<file path="src/rtl/uart_pkg.sv">
// ----------------------------------------------------------------------------
// uart_pkg
// Shared definitions for the sensor-over-UART transmit path.
//   seq_state_t          : frame sequencer state encoding (IDLE, SEND, WAIT)
//   FRAME_CYCLES_DEFAULT : clocks the transmitter needs per byte, from sampling
//                          start to accepting the next start
//   IDLE_BYTE            : value presented on the data bus when nothing is sent
//   checksum()           : trailing frame byte, XOR of code and value
// ----------------------------------------------------------------------------
package uart_pkg;

   typedef enum logic [1:0] {
      IDLE = 2'd0,
      SEND = 2'd1,
      WAIT = 2'd2
   } seq_state_t;

   localparam int         FRAME_CYCLES_DEFAULT = 11;
   localparam logic [7:0] IDLE_BYTE            = 8'hFF;

   function automatic logic [7:0] checksum(input logic [7:0] code,
                                           input logic [7:0] value);
      return code ^ value;
   endfunction

endpackage

</file>
<file path="src/rtl/uart_tx_frame_sequencer_if.sv">
// ----------------------------------------------------------------------------
// uart_tx_frame_sequencer_if
// Request and transmitter-side signals of the frame sequencer.
//   req       : request pulse, sampled while the sequencer is idle
//   cmd_code  : response code byte (frame byte 0)
//   value     : measured sensor value (frame byte 1)
//   tx_start  : one-cycle start strobe to the transmitter
//   tx_data   : byte to the transmitter; index 7 carries byte bit 0, which the
//               transmitter shifts out first
//   busy      : high from request acceptance until done
//   done      : one-cycle pulse when the last byte slot has elapsed
//   overrun   : one-cycle pulse for each cycle req is seen while busy
// Modports: master = requester side, slave = sequencer side.
// ----------------------------------------------------------------------------
interface uart_tx_frame_sequencer_if;

   logic       req;
   logic [7:0] cmd_code;
   logic [7:0] value;
   logic       tx_start;
   logic [0:7] tx_data;
   logic       busy;
   logic       done;
   logic       overrun;

   modport master (
      output req, cmd_code, value,
      input  tx_start, tx_data, busy, done, overrun
   );

   modport slave (
      input  req, cmd_code, value,
      output tx_start, tx_data, busy, done, overrun
   );

endinterface

</file>
<file path="src/rtl/uart_tx_frame_sequencer.sv">
// ----------------------------------------------------------------------------
// uart_tx_frame_sequencer
// Serialises one sensor response into a frame of bytes (code, value and, when
// CHECKSUM_EN is set, code^value) for a downstream UART transmitter that has
// no busy output. Bytes are paced purely by cycle count: consecutive tx_start
// strobes are exactly FRAME_CYCLES + GAP_CYCLES clocks apart, and tx_data is
// held for the whole slot so it is stable while the transmitter samples it.
//
// Parameters:
//   FRAME_CYCLES : transmitter clocks per byte including recovery
//   GAP_CYCLES   : extra idle clocks between bytes (0..20)
//   CHECKSUM_EN  : 1 = 3-byte frame with checksum, 0 = 2-byte frame
// Ports:
//   clk_115200hz : bit-rate clock shared with the transmitter
//   reset        : asynchronous, active-high; abandons any frame in flight
//   bus          : request / transmitter signals (slave side)
// ----------------------------------------------------------------------------
module uart_tx_frame_sequencer
   import uart_pkg::*;
#(
   parameter int FRAME_CYCLES = FRAME_CYCLES_DEFAULT,
   parameter int GAP_CYCLES   = 1,
   parameter bit CHECKSUM_EN  = 1'b1
) (
   input  logic                        clk_115200hz,
   input  logic                        reset,
   uart_tx_frame_sequencer_if.slave    bus
);

   localparam int SPACING = FRAME_CYCLES + GAP_CYCLES;
   localparam int NBYTES  = CHECKSUM_EN ? 3 : 2;
   localparam int CNT_W   = $clog2(SPACING) + 1;

   // The counter is reloaded on reaching CNT_LAST, so it never wraps.
   localparam logic [CNT_W-1:0] CNT_LAST = CNT_W'(SPACING - 1);
   localparam logic [1:0]       IDX_LAST = 2'(NBYTES - 1);

   seq_state_t       state;
   logic [CNT_W-1:0] counter;
   logic [1:0]       idx;
   logic [7:0]       code_q;
   logic [7:0]       value_q;
   logic [7:0]       csum_q;
   logic [7:0]       next_byte;

   // Byte for the slot after the current one (idx+1). idx never reaches the
   // last slot here, because the last slot ends the frame instead.
   always_comb begin
      // NOTE: default assignment first so no path leaves next_byte unassigned,
      // which would otherwise infer a latch.
      next_byte = csum_q;
      if (idx == 2'd0) begin
         next_byte = value_q;
      end
   end

   // NOTE: all state here uses non-blocking assignments so every register
   // samples pre-edge values and the block behaves like parallel flops.
   always_ff @(posedge clk_115200hz or posedge reset) begin
      if (reset) begin
         state        <= IDLE;
         counter      <= '0;
         idx          <= 2'd0;
         // NOTE: the shadow registers are only read after being loaded, but
         // resetting them keeps the block free of X after reset at no cost.
         code_q       <= 8'h00;
         value_q      <= 8'h00;
         csum_q       <= 8'h00;
         bus.tx_start <= 1'b0;
         bus.tx_data  <= IDLE_BYTE;
         bus.busy     <= 1'b0;
         bus.done     <= 1'b0;
         bus.overrun  <= 1'b0;
      end else begin
         // Pulses default low; the branches below raise them for one cycle.
         bus.done    <= 1'b0;
         bus.overrun <= 1'b0;

         case (state)
            IDLE: begin
               if (bus.req) begin
                  code_q       <= bus.cmd_code;
                  value_q      <= bus.value;
                  csum_q       <= checksum(bus.cmd_code, bus.value);
                  // Whole-vector copy: byte bit 0 lands on tx_data[7].
                  bus.tx_data  <= bus.cmd_code;
                  bus.tx_start <= 1'b1;
                  bus.busy     <= 1'b1;
                  idx          <= 2'd0;
                  counter      <= '0;
                  state        <= SEND;
               end
            end

            SEND: begin
               // A request here is dropped just like one during WAIT.
               bus.overrun  <= bus.req;
               bus.tx_start <= 1'b0;
               counter      <= counter + 1'b1;
               state        <= WAIT;
            end

            WAIT: begin
               bus.overrun <= bus.req;
               if (counter == CNT_LAST) begin
                  counter <= '0;
                  if (idx == IDX_LAST) begin
                     bus.done    <= 1'b1;
                     bus.busy    <= 1'b0;
                     bus.tx_data <= IDLE_BYTE;
                     state       <= IDLE;
                  end else begin
                     idx          <= idx + 2'd1;
                     bus.tx_data  <= next_byte;
                     bus.tx_start <= 1'b1;
                     state        <= SEND;
                  end
               end else begin
                  counter <= counter + 1'b1;
               end
            end

            default: begin
               state <= IDLE;
            end
         endcase
      end
   end

endmodule

</file>
<file path="src/flat_wrapper.sv">
// flat-port wrapper written by rule: the top's interface ports become plain ports
module uart_tx_frame_sequencer_flat import uart_pkg::*;
#(
   parameter int FRAME_CYCLES = FRAME_CYCLES_DEFAULT,
   parameter int GAP_CYCLES   = 1,
   parameter bit CHECKSUM_EN  = 1'b1
)
  (clk_115200hz, reset, bus_req, bus_cmd_code, bus_value, bus_tx_start, bus_tx_data, bus_busy, bus_done, bus_overrun);
  uart_tx_frame_sequencer_if bus_i ();
  input  logic clk_115200hz;
  input  logic reset;
  input wire logic [$bits(bus_i.req)-1:0] bus_req;
  input wire logic [$bits(bus_i.cmd_code)-1:0] bus_cmd_code;
  input wire logic [$bits(bus_i.value)-1:0] bus_value;
  output wire logic [$bits(bus_i.tx_start)-1:0] bus_tx_start;
  output wire logic [$bits(bus_i.tx_data)-1:0] bus_tx_data;
  output wire logic [$bits(bus_i.busy)-1:0] bus_busy;
  output wire logic [$bits(bus_i.done)-1:0] bus_done;
  output wire logic [$bits(bus_i.overrun)-1:0] bus_overrun;
  assign bus_i.req = bus_req;
  assign bus_i.cmd_code = bus_cmd_code;
  assign bus_i.value = bus_value;
  assign bus_tx_start = bus_i.tx_start;
  assign bus_tx_data = bus_i.tx_data;
  assign bus_busy = bus_i.busy;
  assign bus_done = bus_i.done;
  assign bus_overrun = bus_i.overrun;
  uart_tx_frame_sequencer #(.FRAME_CYCLES(FRAME_CYCLES), .GAP_CYCLES(GAP_CYCLES), .CHECKSUM_EN(CHECKSUM_EN)) u_core (.clk_115200hz(clk_115200hz), .reset(reset), .bus(bus_i));
endmodule
</file>
<file path="config.mk">
export PLATFORM = sky130hd
export DESIGN_NAME = uart_tx_frame_sequencer_flat
export DESIGN_NICKNAME = d
export VERILOG_FILES = /design/src/rtl/uart_pkg.sv /design/src/rtl/uart_tx_frame_sequencer_if.sv /design/src/rtl/uart_tx_frame_sequencer.sv /design/src/flat_wrapper.sv
export SDC_FILE = /design/constraint.sdc
export NUM_CORES = 1
export LEC_CHECK = 0
export CORE_MARGIN = 2
export CORE_UTILIZATION = 53
export CTS_BUF_LIST = sky130_fd_sc_hd__clkbuf_8 sky130_fd_sc_hd__clkbuf_16
export CTS_CLUSTER_SIZE = 12
export DETAILED_ROUTE_END_ITERATION = 6
export PLACE_DENSITY = 0.79
export SKIP_CTS_REPAIR_TIMING = 1
export SYNTH_ARGS = -nofsm -noshare
export SYNTH_HDL_FRONTEND = slang
export SYNTH_SLANG_ARGS = --single-unit
</file>
<file path="constraint.sdc">
create_clock -name clk_115200hz -period 1.8 [get_ports clk_115200hz]
set_input_delay 0.36 -clock clk_115200hz [delete_from_list [all_inputs] [get_ports clk_115200hz]]
set_output_delay 0.36 -clock clk_115200hz [all_outputs]
set_load 0.005 [all_outputs]
</file>
# After elaboration in Yosys (flattened, before gate mapping)
# Cells that the tools add are included.
# word_totals
mem_count	0
rom_bits	0
output_inout_bits	12
reg_bits	37
inputBits	19
latchBits	0
ram_bits	0
# classes
div_mod_pow	0
magnitude_cmp	0
addsub	2
n_reduce_logical	12
mux	27
shift	0
n_eq_ne	8
n_mul	0
bitwise	1
# ops
cell	n
8-bit two-way mux	4
8-bit one-hot mux with 2 select lines	1
5-bit one-hot mux with 3 select lines	1
4-bit AND reduction	3
1-bit two-way mux	10
2-bit two-way mux	5
5-bit two-way mux	2
8-bit bitwise XOR	1
2-bit one-hot mux with 3 select lines	1
2-bit AND reduction	3
5-bit by 1-bit adder with 5-bit output (second input constant)	1
5-bit by 4-bit equality test with 1-bit output (second input constant)	1
2-bit equality test (second input constant)	2
2-bit logical NOT	2
2-bit by 1-bit != test with 1-bit output (second input constant)	2
2-bit != test (second input constant)	2
2-bit one-hot mux with 2 select lines	1
1-bit one-hot mux with 3 select lines	1
3-bit AND reduction	1
3-bit nonzero test	1
2-bit by 1-bit adder with 2-bit output (second input constant)	1
2-bit by 1-bit equality test with 1-bit output (second input constant)	1
1-bit one-hot mux with 2 select lines	1
2-bit nonzero test	1
2-bit OR reduction	1

# Depth between registers and ports, before layout
# Gate-level depths: netlist of the first run.
# logic_depth
word_depth	5
ltp_mapped	7
ltp_nobuf	6

# Worst setup path after synthesis of the first run
# OpenSTA, ideal clock, no wires.
# synth_path
path_type	register to register
startpoint	register u_core.state[0]
endpoint	register u_core.state[1]
t_arrival_ns	1.504
required_ns	1.675
path_slack_ns	0.172
n_path_buf	1
stages_incl_launch_ff	8
setup_ns	0.125
cell_sequence	dfrtp_1 inv_1 ha_1 buf_2 inv_1 nor2_4 nor2_2 mux2_2
# synth_between
elab_chain_len	3
# synth_rtl
element	line	text
start, declared	uart_tx_frame_sequencer.sv:38	seq_state_t state;
start signal, assigned	uart_tx_frame_sequencer.sv:61	state <= IDLE;
start signal, assigned	uart_tx_frame_sequencer.sv:91	state <= SEND;
start signal, assigned	uart_tx_frame_sequencer.sv:100	state <= WAIT;
2-bit equality test or 2-bit logical NOT (tied branches)	uart_tx_frame_sequencer.sv:79	case (state)
2-bit by 1-bit != test with 1-bit output (no line) or 2-bit != test (tied branches)	--	
2-bit AND reduction (no line)	--	
# Several ways; a longest one is shown, not always the timed one.
# A chain may end at the register's enable or synchronous reset.

# Worst setup path after layout of the first run
# layout_path
startpoint	register u_core.counter[0]
endpoint	register u_core.state[1]
# layout_between
elab_chain_len	3
# layout_rtl
element	line	text
start, declared	uart_tx_frame_sequencer.sv:39	logic [CNT_W-1:0] counter;
start signal, assigned	uart_tx_frame_sequencer.sv:99	counter <= counter + 1'b1;
start signal, assigned	uart_tx_frame_sequencer.sv:119	counter <= counter + 1'b1;
5-bit by 4-bit equality test with 1-bit output	uart_tx_frame_sequencer.sv:105	if (counter == CNT_LAST) begin
2-bit by 1-bit != test with 1-bit output (no line)	--	
2-bit AND reduction (no line)	--	
end signal, assigned	uart_tx_frame_sequencer.sv:100	
end signal, assigned	uart_tx_frame_sequencer.sv:111	state <= IDLE;
end signal, assigned	uart_tx_frame_sequencer.sv:116	state <= SEND;
# No other way between the ends.

==> out/results.ini, run 1 <==
[sta]
setup_viol=0
period_minus_slack_ps=1730
setup_slack_ps=67.2
finalHoldViolCount=0
grt_setup_unrepaired=true
whs_ps=485
slew_headroom_pct=69.3
slew_violations=0
finalSetupTns_ps=0
tightestPinTransition_ps=461
period_share_pct=96.3
worst_clock_skew_ps=6.25
fmax_mhz=577

[pwr]
p_per_area_mw_per_mm2=1570
power_leakage_nw=1.06
peakVddDrop_mv=0.838

[worst_setup_path]
end_kind=flop
slowest_delay_ps=410
r2r_cells=5
start_kind=flop
crit_arrival_ps=1910
cp_cell_sequence=ha_1 -> and4bb_2 -> nor2_4 -> nor2_2 -> mux2_2
cp_slowest_cell=dfrtp_1
path_class=flop to flop
critPathMaxFanout=4
cp.required_ps=1980

[yosys]
synth_top_area_share_pct=37.5
avgSynthCellArea_um2=11.1
synth_largest_area_cell=dfrtp_1
synth-seq-area-share_pct=48.4
synthTopCellsByArea=dfrtp_1, dfstp_2, mux2_2
synthArstFlopShare_pct=100
netlist_instances=174
synth_common_cells=dfrtp_1, mux2_2, nand2_1
syn-cell-area_mm2=0.00194
synth_nets=201
ys_ff_latch=37
synth.most_common_cell=dfrtp_1
synthFlopType=dfrtp_1
synth-edff-count=0
ys.warnings.count=0
synthDistinctLibCells=39

[place]
place.gp.congestion=0.790
preCtsSetupSlack_ps=-2.56
place_hpwl_mm=2.81
placed_cell_area_mm2=0.00234
numPortBuffers=30

[detailed_routing]
firstDrtPassIters=5
via_per_inst=5.42
drcViolationCount=0
wl_per_cell_um=15.5
drt-initial-drc-count=83
drtAntennaViolNets=0
drt-total-wl_mm=4.06
dr_total_vias=1415

[hold_path]
hold_class=primary input to async pin

[grt]
grt_max_degree=38
grt_antenna_before_repair=0
grt_pass1_vias=1531
grtUsageTotal_pct=22.1
grt_pass1_wl_mm=6.96
overflow=0

[floorplanning]
die_w_um=64.4
row_count=21
start_util_pct=56.7
ios=31
dieArea_mm2=0.00415
dieHeight_um=64.4
core_mm2=0.00342

[status]
status=finished clean

[clock_tree]
cts_made_buffers=5
tritoncts=built
clk-insertion-delay-late_ps=290
cts_max_path_buffers=2
h-tree-depth=2
cts.sinks=37
cts.clk_slew.worst_paths_ps=80
cts-root-buf=clkbuf_8

[layout]
layout-drive-gt1-share_pct=25.1
antenna_cells=0
areaGrowthSynthToFinish_pct=27.6
nets=241
final_area_mm2=0.00247
nFillCells=232

[flow_run]
cap_violations=0

critical path: cells and delay by family, from the launching register on:
kind                       cells  cell delay, ps
adders and majority gates      1             290
and+or+nand+nor                3             570
DFF                            1             410
muxes                          1             350
flip-flops by register name, indices dropped and copies added, names as in the netlist:
signal and count:
u_core.bus.done 1, u_core.bus.tx_start 1, u_core.bus.busy 1, u_core.csum_q 8
u_core.idx 2, u_core.value_q 8, u_core.counter 5, u_core.bus.overrun 1
u_core.bus.tx_data 8, u_core.state 2
routing by layer:
metal	up-vias	track usage [%]	wire length (µm)
met4	0	9.04	82
met5	-	0	0
li1	681	-	-
met2	48	37.0	2000
met3	13	5.73	211
met1	673	27.2	1760
cell families after synthesis:
| group | after synthesis | synth area share (%) |
|---|---|---|
| buf+inv | 14 | 3.04 |
| simple gates | 45 | 13.2 |
| fa+ha+maj | 8 | 5.17 |
| mux | 26 | 14.5 |
| xor+xnor | 10 | 4.52 |
| flops | 37 | 48.4 |
| compound gates | 34 | 11.2 |
layout by cell type, fill, tap and decap left out, types with 2 or more instances in the layout:
cell,instances
clkdlybuf4s50_1,30
dfrtp_1,29
mux2_2,17
nand2_1,16
o21ai_0,12
nor2_1,11
a21oi_1,11
xnor2_1,10
mux2i_1,9
inv_1,8
buf_4,8
dfstp_2,8
ha_1,6
clkbuf_8,6
nor2_4,2
nand3_1,2
nor3_1,2
ha_2,2
per-stage QoR:
stage               utilization [%]  instances  power, W
finish                         72.3        261   0.00388
floorplan                         -        174   0.00248
CTS                            72.2        261   0.00387
global route                   72.3        261   0.00413
detailed placement             68.6        253   0.00310
global placement               68.6        253   0.00301
final cells by class:
class | instances | area [µm²] | share of cell area [%]
Clock buffer | 6 | 82.6 | 3.34
Sequential cell | 37 | 936 | 37.9
Tap cell | 46 | 57.6 | 2.33
Inverter | 8 | 30.0 | 1.22
Timing Repair Buffer | 39 | 380 | 15.4
Clock inverter | 2 | 37.5 | 1.52
Multi-Input combinational cell | 123 | 946 | 38.3
where the power goes:
group,switching [W],internal [W]
sequential,0.000179,0.00123
combinational,0.000801,0.000918
clock,0.000298,0.000450
total,0.00128,0.00260
worst paths after layout:
path                              startpoint                     to  slack (ps)
setup / recovery           u_core.counter[0]        u_core.state[1]          70
hold / removal                         reset      u_core.value_q[0]         490
setup reg to reg           u_core.counter[0]        u_core.state[1]          70
hold reg to reg             u_core.csum_q[0]       u_core.csum_q[0]         490
max in group asynchronous              reset  u_core.bus.tx_data[0]         960
min in group clk_115200hz   u_core.csum_q[0]       u_core.csum_q[0]         490
(Power assumes the default switching activity.)
==> inputs of run 2 (changes only) <==
- CAP_MARGIN: unset -> 20
- CORE_UTILIZATION: 53 -> 48
- PLACE_DENSITY: 0.79 -> 0.76
- clock period: 1.8 -> 1.5 ns (I/O delays scaled with it)
==> run 2 against run 1 <==
Largest power group unchanged. The run now ends with setup timing left. Core utilization shrank 2.1 points. Highest routed layer unchanged. First-iteration DRC count decreased by 18%. Final cell count grew 10%. Sequential share of layout area is 4.0 points lower. Combinational power grew 52%. Critical path depth rose by 3. Global-route usage shrank 1.2 points. Total power is 32% higher.
==> out/results.ini, run 2 (synthesis gave the netlist of run 1 again) <==
[grt]
grtUsageTotal_pct=20.9  ; was 22.1%
overflow=0  ; unchanged
grt_antenna_before_repair=0  ; unchanged
grtUsageMet2_pct=36.4  ; was 37.0%
grt_max_degree=38  ; unchanged
grt_pass1_vias=1530  ; was 1531
grt_pass1_wl_mm=6.98  ; was 6.96 mm
met3_usage_pct=4.00  ; was 5.73%
top_usage_layer=met2  ; unchanged
grt_use_met1_pct=25.3  ; was 27.2%

[clock_tree]
cts.sinks=37  ; unchanged
tritoncts=built  ; unchanged
clk-insertion-delay-late_ps=280  ; was 290 ps
cts.clk_slew.worst_paths_ps=70  ; was 80 ps
cts_made_buffers=5  ; unchanged
h-tree-depth=2  ; unchanged
cts_max_path_buffers=2  ; unchanged
cts-root-buf=clkbuf_8  ; unchanged

[worst_setup_path]
cp-startpoint=u_core.state[0]  ; was u_core.counter[0]
cp.required_ps=1690  ; was 1980 ps
worst-r2r-setup-slack_ps=-180  ; was 70 ps
crit_arrival_ps=1870  ; was 1910 ps
end_kind=flop  ; unchanged
critPathMaxFanout=6  ; was 4
r2r_end=u_core.bus.tx_start  ; was u_core.state[1]
r2r_cells=8  ; was 5
start_kind=flop  ; unchanged
timing.rr.start=u_core.state[0]  ; was u_core.counter[0]
path_class=flop to flop  ; unchanged

[detailed_routing]
drtAntennaViolNets=0  ; unchanged
dr_total_vias=1512  ; was 1415
firstDrtPassIters=4  ; was 5
wl_per_cell_um=15.8  ; was 15.5 µm
drcViolationCount=0  ; unchanged
drt-total-wl_mm=4.54  ; was 4.06 mm
via_per_inst=5.27  ; was 5.42
drt-initial-drc-count=68  ; was 83

[sta]
finalSetupTns_ps=-1540  ; was 0 ps
period_share_pct=112  ; was 96.3%
setup_viol=17  ; was 0
grt_setup_unrepaired=true  ; unchanged
fmax_mhz=594  ; was 577 MHz
whs_ps=375  ; was 485 ps
slew_headroom_pct=77.9  ; was 69.3%
finalHoldViolCount=0  ; unchanged
slew_violations=0  ; unchanged
setup_slack_ps=-184  ; was 67.2 ps
period_minus_slack_ps=1680  ; was 1730 ps
worst_clock_skew_ps=8.44  ; was 6.25 ps
tightestPinTransition_ps=331  ; was 461 ps

[floorplanning]
ios=31  ; unchanged
start_util_pct=49.1  ; was 56.7%
die_w_um=67.5  ; was 64.4 µm
dieArea_mm2=0.00456  ; was 0.00415 mm²
core_mm2=0.00394  ; was 0.00342 mm²
row_count=23  ; was 21
dieHeight_um=67.5  ; was 64.4 µm

[layout]
nFillCells=240  ; was 232
final_area_mm2=0.00277  ; was 0.00247 mm²
areaGrowthSynthToFinish_pct=42.9  ; was 27.6%
nets=263  ; was 241
layout_commonest_cell=dfrtp_1  ; was clkdlybuf4s50_1
layout_common_cells=dfrtp_1, clkdlybuf4s50_1, buf_4  ; was clkdlybuf4s50_1, dfrtp_1, mux2_2
fin_util_pct=70.2  ; was 72.3%
reg_top3=u_core.bus.tx_data: 8 flops, u_core.csum_q: 8 flops, u_core.value_q: 8 flops  ; unchanged
layout-drive-gt1-share_pct=35.0  ; was 25.1%
antenna_cells=0  ; unchanged

[place]
placed_cell_area_mm2=0.00251  ; was 0.00234 mm²
place_hpwl_mm=3.17  ; was 2.81 mm
place.gp.congestion=0.829  ; was 0.790
numPortBuffers=30  ; unchanged

[status]
failed_checks=setup timing
status=finished with violations  ; was finished clean

[hold_path]
hold_class=primary input to async pin  ; unchanged

[flow_run]
cap_violations=0  ; unchanged

[pwr]
power_leakage_nw=1.27  ; was 1.06 nW
peakVddDrop_mv=1.13  ; was 0.838 mV
p_per_area_mw_per_mm2=1860  ; was 1570 mW/mm²

run 2: cell types whose count changed in the layout (fill, tap and decap cells not counted), moves of 2 or more:
cell             change
clkdlybuf4s50_1      -8
ha_4                 +2
dlymetal6s2s_1       +8
ha_1                 -2
o21ai_0              -2
buf_4               +12
buf_12               +2
nor2_4               +2
buf_6                +7
run 2: critical path: stages, from the launching register on:
cell,delay (ps)
dfrtp_1,380
inv_2,50
buf_6,120
ha_4,180
nor2b_4,130
buf_6,130
or2_4,260
a21oi_2,130
mux2i_1,220
run 2: report_power, final:
part / switching, W / internal (W) / total [W]
Clock: 0.000335 / 0.000486 / 0.000821
Combinational: 0.00114 / 0.00146 / 0.00261
Sequential: 0.000228 / 0.00148 / 0.00171
run 2: per-stage QoR:
stage	worst slack (ps)	instances	power, W
floorplan	-17.1	174	0.00305
global placement	-181	275	0.00390
detailed placement	-230	275	0.00404
CTS	-219	283	0.00489
global route	-245	287	0.00549
finish	-184	287	0.00514
run 2: layout make-up:
type                            count  area [µm²]  share of cell area [%]
Timing Repair Buffer               60         609                    22.0
Clock buffer                        5        68.8                    2.49
Tap cell                           50        62.6                    2.26
Clock inverter                      3        38.8                    1.40
Multi-Input combinational cell    124        1010                    36.6
Sequential cell                    37         937                    33.9
Inverter                            8        37.5                    1.36
run 2: worst max-delay path by stage:
stage,to,slack (ps),depth (start not counted)
2_1_floorplan,u_core.bus.tx_data[0],-20,6
3_3_place_gp,u_core.bus.tx_start,-180,6
3_5_place_dp,u_core.bus.tx_start,-230,6
4_1_cts,u_core.bus.tx_data[2],-220,7
5_1_grt,u_core.bus.tx_start,-250,8
6_report,u_core.bus.tx_start,-180,8
run 2: routing by layer:
| metal | vias up | part of all wire [%] | wire length (µm) |
|---|---|---|---|
| li1 | 724 | - | - |
| met1 | 749 | 42 | 1910 |
| met2 | 32 | 54 | 2440 |
| met3 | 7 | 2.8 | 128 |
| met4 | 0 | 1.4 | 63 |
| met5 | - | 0 | 0 |
